<file path="config.mk">
export PLATFORM = sky130hd
export DESIGN_NAME = uart_tx_serializer
export DESIGN_NICKNAME = d
export VERILOG_FILES = /design/src/rtl/uart_pkg.sv /design/src/rtl/uart_baud_tick.sv /design/src/rtl/uart_tx_serializer.sv
export SDC_FILE = /design/constraint.sdc
export NUM_CORES = 1
export LEC_CHECK = 0
export CORE_AREA = 5 5 53 67
export CTS_CLUSTER_DIAMETER = 60
export CTS_CLUSTER_SIZE = 24
export DETAILED_ROUTE_END_ITERATION = 6
export DIE_AREA = 0 0 58 72
export PLACE_DENSITY_LB_ADDON = 0.05
export SLEW_MARGIN = 20
export SYNTH_ARGS = -nofsm -noshare
export SYNTH_HDL_FRONTEND = slang
export SYNTH_SLANG_ARGS = --single-unit
</file>
<file path="constraint.sdc">
create_clock -name clk -period 4.5 [get_ports clk]
set_clock_uncertainty 0.1 [all_clocks]
set_input_delay 0.45 -clock clk [delete_from_list [all_inputs] [get_ports clk]]
set_output_delay 0.45 -clock clk [all_outputs]
set_load 0.005 [all_outputs]
</file>
<file path="src/rtl/uart_pkg.sv">
// Shared UART definitions: FSM state encoding, parity modes and the default bit period
// (50 MHz / 9600 baud) used by both the transmitter and the receiver.
package uart_pkg;

  localparam int DEFAULT_CLKS_PER_BIT = 5208;

  localparam int PARITY_NONE = 0;
  localparam int PARITY_EVEN = 1;
  localparam int PARITY_ODD  = 2;

  localparam logic [2:0] ENC_IDLE   = 3'd0;
  localparam logic [2:0] ENC_START  = 3'd1;
  localparam logic [2:0] ENC_DATA   = 3'd2;
  localparam logic [2:0] ENC_PARITY = 3'd3;
  localparam logic [2:0] ENC_STOP   = 3'd4;

  typedef enum logic [2:0] {
    ST_IDLE   = ENC_IDLE,
    ST_START  = ENC_START,
    ST_DATA   = ENC_DATA,
    ST_PARITY = ENC_PARITY,
    ST_STOP   = ENC_STOP
  } uart_state_t;

  // Parity bit that makes the count of ones over data+parity even (EVEN) or odd (ODD).
  function automatic logic parity_bit(input logic [7:0] data, input int mode);
    return (mode == PARITY_ODD) ? ~^data : ^data;
  endfunction

endpackage

</file>
<file path="src/rtl/uart_baud_tick.sv">
// Bit-period down-counter: bit_tick pulses in the last cycle of every CLKS_PER_BIT-cycle bit
// and the counter reloads itself; load restarts a bit period, en low freezes the count.
module uart_baud_tick
  import uart_pkg::*;
#(
  parameter int CLKS_PER_BIT = DEFAULT_CLKS_PER_BIT
) (
  input  logic clk,
  input  logic rst,
  input  logic en,
  input  logic load,
  output logic bit_tick
);

  localparam int CW = (CLKS_PER_BIT > 1) ? $clog2(CLKS_PER_BIT) : 1;
  localparam logic [CW-1:0] RELOAD = CW'(CLKS_PER_BIT - 1);

  logic [CW-1:0] cnt;

  always_ff @(posedge clk or posedge rst) begin
    if (rst) begin
      cnt <= '0;
    end else if (load) begin
      cnt <= RELOAD;
    end else if (en) begin
      cnt <= (cnt == '0) ? RELOAD : cnt - 1'b1;
    end
  end

  assign bit_tick = en && !load && (cnt == '0);

endmodule

</file>
<file path="src/rtl/uart_tx_serializer.sv">
// UART transmitter: start, 8 data bits LSB first, optional parity, stop; start bit leaves
// one cycle after tx_start is accepted. tx_start is ignored while busy (no queuing).
module uart_tx_serializer
  import uart_pkg::*;
#(
  parameter int CLKS_PER_BIT = DEFAULT_CLKS_PER_BIT,
  parameter int PARITY       = PARITY_NONE
) (
  input  logic       clk,
  input  logic       rst,
  input  logic       tx_start,
  input  logic [7:0] tx_data_in,
  output logic       tx_out,
  output logic       tx_busy,
  output logic       tx_done
);

  // Unknown parity modes fall back to no parity bit.
  localparam logic PAR_EN   = (PARITY == PARITY_EVEN) || (PARITY == PARITY_ODD);
  localparam int   PAR_MODE = PAR_EN ? PARITY : PARITY_NONE;

  uart_state_t state;
  logic [7:0]  shift;
  logic [2:0]  bit_cnt;
  logic        par_bit;
  logic        accept;
  logic        bit_tick;

  assign accept = (state == ST_IDLE) && tx_start;

  uart_baud_tick #(
    .CLKS_PER_BIT(CLKS_PER_BIT)
  ) u_baud (
    .clk     (clk),
    .rst     (rst),
    .en      (tx_busy),
    .load    (accept),
    .bit_tick(bit_tick)
  );

  always_ff @(posedge clk or posedge rst) begin
    if (rst) begin
      state   <= ST_IDLE;
      tx_out  <= 1'b1;
      tx_busy <= 1'b0;
      tx_done <= 1'b0;
      shift   <= '0;
      bit_cnt <= '0;
      par_bit <= 1'b0;
    end else begin
      tx_done <= 1'b0;
      case (state)
        ST_IDLE: begin
          tx_out  <= 1'b1;
          tx_busy <= 1'b0;
          if (tx_start) begin
            shift   <= tx_data_in;
            par_bit <= parity_bit(tx_data_in, PAR_MODE);
            bit_cnt <= '0;
            tx_out  <= 1'b0;
            tx_busy <= 1'b1;
            state   <= ST_START;
          end
        end
        ST_START: begin
          if (bit_tick) begin
            tx_out <= shift[0];
            state  <= ST_DATA;
          end
        end
        ST_DATA: begin
          if (bit_tick) begin
            if (bit_cnt == 3'd7) begin
              if (PAR_EN) begin
                tx_out <= par_bit;
                state  <= ST_PARITY;
              end else begin
                tx_out <= 1'b1;
                state  <= ST_STOP;
              end
            end else begin
              // tx_out is registered, so it takes the bit that becomes shift[0] next.
              shift   <= {1'b0, shift[7:1]};
              tx_out  <= shift[1];
              bit_cnt <= bit_cnt + 3'd1;
            end
          end
        end
        ST_PARITY: begin
          if (bit_tick) begin
            tx_out <= 1'b1;
            state  <= ST_STOP;
          end
        end
        ST_STOP: begin
          if (bit_tick) begin
            tx_busy <= 1'b0;
            tx_done <= 1'b1;
            state   <= ST_IDLE;
          end
        end
        default: begin
          tx_out  <= 1'b1;
          tx_busy <= 1'b0;
          state   <= ST_IDLE;
        end
      endcase
    end
  end

endmodule

</file>
* Word-level counts from Yosys, hierarchy flattened
Cells that the tools add are included.
** Storage, ports and cells
- Bits in registers :: 30
- Bits of input ports :: 11
- Output and inout bits :: 3
- Word-level logic and storage cells :: 65
** Cells by class
- Add/sub/neg operators :: 2
- Eq/ne operators :: 12
- Muxes and demuxes :: 29
- Bitwise gates (word level) :: 2
- Reduce and logical (&&, ||, !) cells :: 13
** Operators with widths (number)
- $mux 13 :: 3
- $mux 3 :: 9
- $mux 8 :: 3
- $pmux 8 s2 :: 1
- $pmux 3 s5 :: 1
- $ne 2x2->1 const B :: 7
- $logic_not 13->1 :: 1
- $sub 13x1->13 const B :: 1
- $mux 1 :: 9
- $reduce_and 4->1 :: 2
- $eq 3x2->1 const B :: 2
- $eq 3x3->1 const B :: 2
- $pmux 3 s2 :: 1
- $reduce_and 6->1 :: 1
- $pmux 1 s5 :: 1
- $reduce_bool 2->1 :: 2
- $add 3x1->3 const B :: 1
- $eq 3x1->1 const B :: 1
- $logic_and 1x1->1 :: 3
- $logic_not 3->1 :: 1
- $pmux 1 s3 :: 1
- $reduce_or 3->1 :: 1
- $not 1->1 :: 2
- $reduce_and 2->1 :: 1
- $logic_not 1->1 :: 1

* Longest topological paths before layout
Gate-level depths: netlist (run 1).
- Depth after elaboration :: 7
- Gate-level depth with buffers :: 9

* By module
A second synthesis (run 1) with hierarchy kept.
** Second synthesis, totals
- Cells, all modules :: 176
- Area, all modules :: 1687.9 µm²
** By module, submodules not included
- uart_tx_serializer :: times used 1, cells an instance 87, area an instance 869.6 µm²
- uart_baud_tick :: times used 1, cells an instance 89, area an instance 818.3 µm²

* Worst setup path after synthesis (run 1)
OpenSTA, ideal clock, no wires.
- Path kind :: flip-flop to flip-flop
- From :: reg state[2]
- To :: reg u_baud.cnt[11]
- Library setup time :: 0.133 ns
- Arrival time :: 1.618 ns
- Setup slack :: 2.649 ns
- Stages on the path, launching flop included :: 9
- Path buffers :: 3
- Path through :: dfrtp_1 -> buf_2 -> or4b_1 -> buf_2 -> nand2_4 -> nor2_2 -> buf_6 -> a32oi_1 -> nand2_1
** On the way
- Cells in the longest elaborated chain, start to end :: 3
** Ends and longest elaborated chain
- from (decl) :: line uart_tx_serializer.sv:22 : uart_state_t state;
- from (signal assigned) :: line uart_tx_serializer.sv:43 : state <= ST_IDLE;
- from (signal assigned) :: line uart_tx_serializer.sv:62 : state <= ST_START;
- from (signal assigned) :: line uart_tx_serializer.sv:68 : state <= ST_DATA;
- $logic_not 3->1 * :: line uart_tx_serializer.sv:29 : assign accept = (state == ST_IDLE) && tx_start;
- $logic_and 1x1->1 * :: line uart_tx_serializer.sv:29
- $mux 13 / $reduce_bool 2->1 (equally long branches)
- to (signal assigned) :: line uart_baud_tick.sv:26 : cnt <= (cnt == '0) ? RELOAD : cnt - 1'b1;
- to (decl) :: line uart_baud_tick.sv:18 : logic [CW-1:0] cnt;
Mark *: on every way between the ends. The rest lies on a longest branch, timed or not.
A chain may end at the register's enable or synchronous reset.

* Final worst setup path (run 1)
- From :: reg u_baud.cnt[7]
- To :: reg bit_cnt[0]
** On the way
- Cells in the longest elaborated chain, start to end :: 4
** Ends and longest elaborated chain
- $logic_not 13->1 :: line uart_baud_tick.sv:30 : assign bit_tick = en && !load && (cnt == '0);
- $logic_and 1x1->1 :: line uart_baud_tick.sv:30
- $ne 2x2->1 (no line)
- $reduce_and 4->1 (no line)
- to (signal assigned) :: line uart_tx_serializer.sv:85 : bit_cnt <= bit_cnt + 3'd1;
- to (decl) :: line uart_tx_serializer.sv:24 : logic [2:0] bit_cnt;
Every way passes these cells.

==> reports/results.txt, run 1 <==
Number of max-cap violations: 0
Post-synth EDFFs: 0
Min cycle time layout: 2.243 ns
Initial Util: 56.42%
Number of sinks on the clock net: 30
Final hold vios: 0
Via density: 5.807
# setup viols final: 0
Worst-margin pin slew: 0.6228 ns
Drt drc: 0
Pwr per Cell Area: 418.2 nW/um^2
Tot GR Track Use: 18.00%
Initial DRC Count: 53
Endpoint required time on the critical path: 4.67 ns
DIE AREA: 4176 sq um
DP Area: 1750 sq um
Post-Syn Instances: 178
Root Driver: clkbuf_4
Worst path top cell family by delay: simple AND/OR/NAND/NOR gates
Outcome: finished, final reports clean
Antenna violations before repair: 0
Yosys top cell area share: 44.93%
Fmax: 445.9 MHz
# rows: 22
Reg clk slew, reported paths: 0.10 ns
VDD IR max: 280.2 uV
Slew margin rel.: 58.42%
Die Y: 72 um
Most common cell in the netlist: dfrtp_1
Total Wirelength: 3268 um
Met2 Use GR: 29.65%
Met1 Use GR: 20.87%
# H-tree levels: 2
I/O pin total: 14
Biggest area consumer among synthesized cells: dfrtp_1
Synth warn: 0
GRT busiest layer: met2
DIE WIDTH: 58 um
Ant diodes: 0
WHS: 0.3910 ns
Syn Nets: 193
Count of cell types in the netlist: 43
Clock Path Buffers: 2
Syn Area/Cell: 9.075 sq um
Synthesized cell area: 1615 sq um
CTS buffer count: 5
RR Endpoint: bit_cnt[0]
Synthesis-stage register bit count: 30
Worst min path class: primary input to async pin
Global-route wire length before repair: 5802 um
Most common cell on crit path: nor3_1
Hold_buf cts: 0
R2R depth: 6
WP data arrival: 2.42 ns
Pin count of the biggest net entering global routing: 31
DRT Pass-1 Iters: 4
Port Buffer Count: 13
Final GP Congestion: 0.8297
Setup Buffers After CTS: 0
CTS tree: built
Setup TNS Final: 0 ns
CP Capture Type: flip-flop
Fin nets: 206
Critical Path Source Type: flip-flop
Final period util: 49.84%
Vias in the first global route: 1292
Slew Viols, Final: 0
Vias: 1324
Reg2Reg Setup Slack: 2.26 ns
Post-CTS sizing: 0
Met3 Use GR: 4.982%
Pleak: 0.8490 nW
Synth async-reset ratio: 100.0%
Worst skew pair latency: 0.34 ns
Largest cells by area after synthesis: dfrtp_1 (45%), nand2_1 (6.0%), o21ai_0 (5.9%), mux2i_1 (5.0%), a21oi_1 (3.4%)
Worst path cell trace: nor3_1 -> and4_1 -> o211ai_1 -> buf_4 -> nor3_1 -> a21o_1
Core Box Area: 2863 sq um
WL/cell: 14.33 um
Worst R2R Start: u_baud.cnt[7]
Synth Flop Type: dfrtp_1
Max incr delay on CP: 0.52 ns
Worst Setup Path Type: flip-flop to flip-flop
P&R area growth vs syn: 13.25%
RSZ-0062 raised after global routing: false
Synth cell count leaders: dfrtp_1 (29), nand2_1 (26), o21ai_0 (19), nor2_1 (13), a21oi_1 (11)
Post-route design area: 1829 sq um
Layout cell share with drive strength beyond 1: 8.333%
Seq/Total Area, Yosys: 46.55%
Critical path buffers and inverters: 1
Final HPWL DP: 2332 um
Slowest CP cell: nor3_1
CP Max Fanout: 22
Remaining global-route overflow: 0
ANT nets after route: 0
## power by group
group | total, W | internal [W] | switching (W)
sequential | 0.000381 | 0.000322 | 0.0000593
combinational | 0.000181 | 0.0000790 | 0.000102
clock | 0.000203 | 0.000107 | 0.0000965
total | 0.000765 | 0.000507 | 0.000258
## sequential cells by signal (all words and copies together) (netlist names)
name / count
tx_out: 1
shift: 8
bit_cnt: 3
tx_done: 1
state: 3
tx_busy: 1
u_baud.cnt: 13
## area by class of cell
| cell class | count | area [sq um] |
|---|---|---|
| Sequential cell | 30 | 752.0 |
| Tap cell | 36 | 45.04 |
| Inverter | 8 | 30.03 |
| Timing Repair Buffer | 14 | 137.6 |
| Fill cell | 254 | 1033 |
| Multi-Input combinational cell | 132 | 785.8 |
| Clock buffer | 8 | 78.83 |
## layout by cell type (no fill, tap or decap), drive strengths merged, types with 3 or more instances in the layout
master          n
nand3           4
clkdlybuf4s50  13
nand4           3
nor2b           3
a31oi           4
ha              4
dfrtp          29
a21oi          11
o21ai          19
inv             8
and3            5
clkbuf          8
or3             3
nor3            8
mux2i           8
nor2           14
nand2          28
## worst max-delay path by stage
stage                        startpoint        endpoint  cells past startpoint
after floorplan                state[2]  u_baud.cnt[11]                      8
after global placement         tx_start  u_baud.cnt[11]                      6
after detailed placement       tx_start  u_baud.cnt[11]                      6
after CTS                 u_baud.cnt[7]      bit_cnt[0]                      6
after global routing      u_baud.cnt[7]      bit_cnt[0]                      6
final                     u_baud.cnt[7]      bit_cnt[0]                      6
## worst register-to-register path: stages, from the launching register on
cell      delay (ns)
dfrtp_1         0.42
nor3_1          0.52
and4_1          0.51
o211ai_1        0.13
buf_4           0.21
nor3_1          0.18
a21o_1          0.11
## metrics by stage
step / std cells / utilization (%) / setup slack (ns) / power [W]
detailed placement: 220 / 61.15 / 2.124 / 0.0005666
global placement: 220 / 61.15 / 2.156 / 0.0005569
finish: 228 / 63.90 / 2.257 / 0.0007649
global route: 228 / 63.90 / 2.123 / 0.0008199
floorplan: 178 / - / 2.649 / 0.0005091
CTS: 228 / 63.90 / 2.273 / 0.0007703
## cells by family after synthesis
| family | Yosys count | share of synthesized area, % |
|---|---|---|
| compound gates | 46 | 16.96 |
| mux | 8 | 4.958 |
| simple gates | 74 | 23.63 |
| fa+ha+maj | 4 | 3.098 |
| buf+inv | 16 | 4.802 |
| flops | 30 | 46.55 |
## routing by layer
metal | routed length (um) | vias to the layer above
met5 | 0 | -
met4 | 78 | 0
met3 | 139 | 7
met2 | 1631 | 34
met1 | 1418 | 617
li1 | - | 666
Power figures use the tool's default switching activity.
==> run 2, diff against run 1 <==
--- a/config.mk
+++ b/config.mk
@@ -5,11 +5,11 @@
 export SDC_FILE = /design/constraint.sdc
 export NUM_CORES = 1
 export LEC_CHECK = 0
-export CORE_AREA = 5 5 53 67
+export CORE_AREA = 5 5 57 71
 export CTS_CLUSTER_DIAMETER = 60
 export CTS_CLUSTER_SIZE = 24
 export DETAILED_ROUTE_END_ITERATION = 6
-export DIE_AREA = 0 0 58 72
+export DIE_AREA = 0 0 62 76
 export PLACE_DENSITY_LB_ADDON = 0.05
 export SLEW_MARGIN = 20
 export SYNTH_ARGS = -nofsm -noshare
==> constraint.sdc (replaced) <==
create_clock -name clk -period 2 [get_ports clk]
set_clock_uncertainty 0.1 [all_clocks]
set_input_delay 0.2 -clock clk [delete_from_list [all_inputs] [get_ports clk]]
set_output_delay 0.2 -clock clk [all_outputs]
set_load 0.005 [all_outputs]
==> reports/results.txt, run 2 (synthesis gave the netlist of run 1 again) <==
Outcome: complete, but fails checks
Violated checks: setup timing
DP Area: 1894 sq um
Pleak: 1.000 nW
Fmax: 499.0 MHz
Via density: 5.633
Global-route wire length before repair: 5920 um
Reg clk slew, reported paths: 0.07 ns
CTS tree: built
CTS buffer count: 5
# setup viols final: 1
# rows: 24
Port Buffer Count: 13
Number of sinks on the clock net: 30
Worst Setup Path Type: flip-flop to flip-flop
Antenna violations before repair: 0
Final hold vios: 0
Clock power share: 26.6%
CP Max Fanout: 6
DIE WIDTH: 62 um
Biggest regs: u_baud.cnt (13), shift (8)
Layout cell share with drive strength beyond 1: 19.82%
Total Wirelength: 3845 um
Setup TNS Final: -0.004114 ns
Worst min path class: primary input to async pin
P&R area growth vs syn: 29.98%
Worst-margin pin slew: 0.4640 ns
Slew Viols, Final: 0
Worst path cell trace: nor3_1 -> and4_4 -> o211ai_1 -> buf_4 -> buf_8 -> a21o_1
Final HPWL DP: 2663 um
Combinational group share of total power: 30.2%
Vias in the first global route: 1393
VDD IR max: 837.5 uV
Drt drc: 0
Most frequent cells in the layout: dfrtp_1 (29), nand2_1 (26), buf_4 (22)
Number of max-cap violations: 0
Pin count of the biggest net entering global routing: 31
Worst path top cell family by delay: simple AND/OR/NAND/NOR gates
DRT Pass-1 Iters: 4
Int Pwr: 0.001268 W
Initial Util: 48.03%
Remaining global-route overflow: 0
I/O pin total: 14
Slew margin rel.: 68.99%
Slowest CP cell: dfrtp_1
Switching Share: 32.86%
Final period util: 100.2%
Fill count: 295
RSZ-0062 raised after global routing: true
Part of the power in registers: 43.2%
Final Power: 0.001889 W
Final Util: 62.43%
Vias: 1442
CP Capture Type: flip-flop
Core Box Area: 3363 sq um
Root Driver: clkbuf_8
Critical path buffers and inverters: 2
# H-tree levels: 2
Reg with most FFs: u_baud.cnt
Post-route design area: 2100 sq um
Clock Path Buffers: 2
WP data arrival: 2.07 ns
Pre-CTS setup slack: -0.01941 ns
Critical Path Source Type: flip-flop
Psw: 0.0006206 W
WL/cell: 15.02 um
DIE AREA: 4712 sq um
Max incr delay on CP: 0.41 ns
Final GP Congestion: 0.8478
ANT nets after route: 0
Initial DRC Count: 85
Worst Slack Setup Final: -0.004114 ns
Commonest non-fill, non-tap cell in the layout: dfrtp_1
Ant diodes: 0
Worst skew pair latency: 0.29 ns
Max reg flops: 13
Die Y: 76 um
Endpoint required time on the critical path: 2.07 ns
Fin nets: 231
Min cycle time layout: 2.004 ns
Tot GR Track Use: 16.55%
Pwr per Cell Area: 899.6 nW/um^2
## run 2: cell count changes in the layout (fill, tap and decap cells not counted), moves of 2 or more
cell and delta:
buf_4 +21, clkbuf_16 +2, o21ai_1 +5, clkbuf_8 +3
clkbuf_4 -5, o21ai_0 -5
## run 2: final timing paths
| kind | startpoint | end | slack [ns] | cells past startpoint |
|---|---|---|---|---|
| max | u_baud.cnt[7] | bit_cnt[0] | -0.004 | 6 |
| min | rst | u_baud.cnt[0] | 0.19 | 3 |
| max reg2reg | u_baud.cnt[7] | bit_cnt[0] | -0.004 | 6 |
| min reg2reg | shift[0] | shift[0] | 0.39 | 2 |
| max in group asynchronous | rst | tx_out | 1.30 | 3 |
| min in group clk | tx_data_in[7] | shift[7] | 0.39 | 3 |
## run 2: per-layer routing
| metal | vias to the layer above | track usage (%) | wire [um] |
|---|---|---|---|
| met1 | 688 | 17.19 | 1477 |
| met3 | 9 | 4.407 | 120 |
| met4 | 0 | 6.794 | 72 |
| met5 | - | 0 | 0 |
| li1 | 716 | - | - |
| met2 | 29 | 29.46 | 2173 |
## run 2: layout make-up
cell class	instances	area [sq um]	share of cell area (%)
clock inverter	1	5.005	0.2384
inverter	8	30.03	1.430
clock buffer	7	86.33	4.112
timing repair buffer	39	371.6	17.70
sequential	30	752.0	35.82
multi-input combinational	132	805.8	38.38
tap	39	48.80	2.324
## run 2: power by group through the flow
stage,registers [W],clock network (W),logic (W)
floorplan,0.000822,0,0.000323
global placement,0.000825,0,0.000514
detailed placement,0.000829,0,0.000523
CTS,0.000818,0.000521,0.000526
global route,0.000832,0.000544,0.000638
finish,0.000815,0.000502,0.000571
## run 2: metrics by stage
stage,hold WS (ns),instances
2_1_floorplan,0.1901,178
3_3_place_gp,0.3669,240
3_5_place_dp,0.3747,240
4_1_cts,0.2004,248
5_1_grt,0.2449,256
6_report,0.1927,256
## run 2: timing repair
| item | in CTS | in global routing |
|---|---|---|
| pin swaps | 0 | 4 |
| setup buffers | 0 | 6 |
| hold buffers | 0 | 0 |
| cloned | 0 | 3 |
| setup endpoints to repair | 1 | 6 |
| resized for setup | 1 | 12 |
## run 2: worst register-to-register path, delay by kind of cell, from the launching register on
| kind | cells | cell delay, ns |
|---|---|---|
| flops | 1 | 0.41 |
| simple gates | 2 | 0.71 |
| buf+inv | 2 | 0.33 |
| compound gates | 2 | 0.34 |
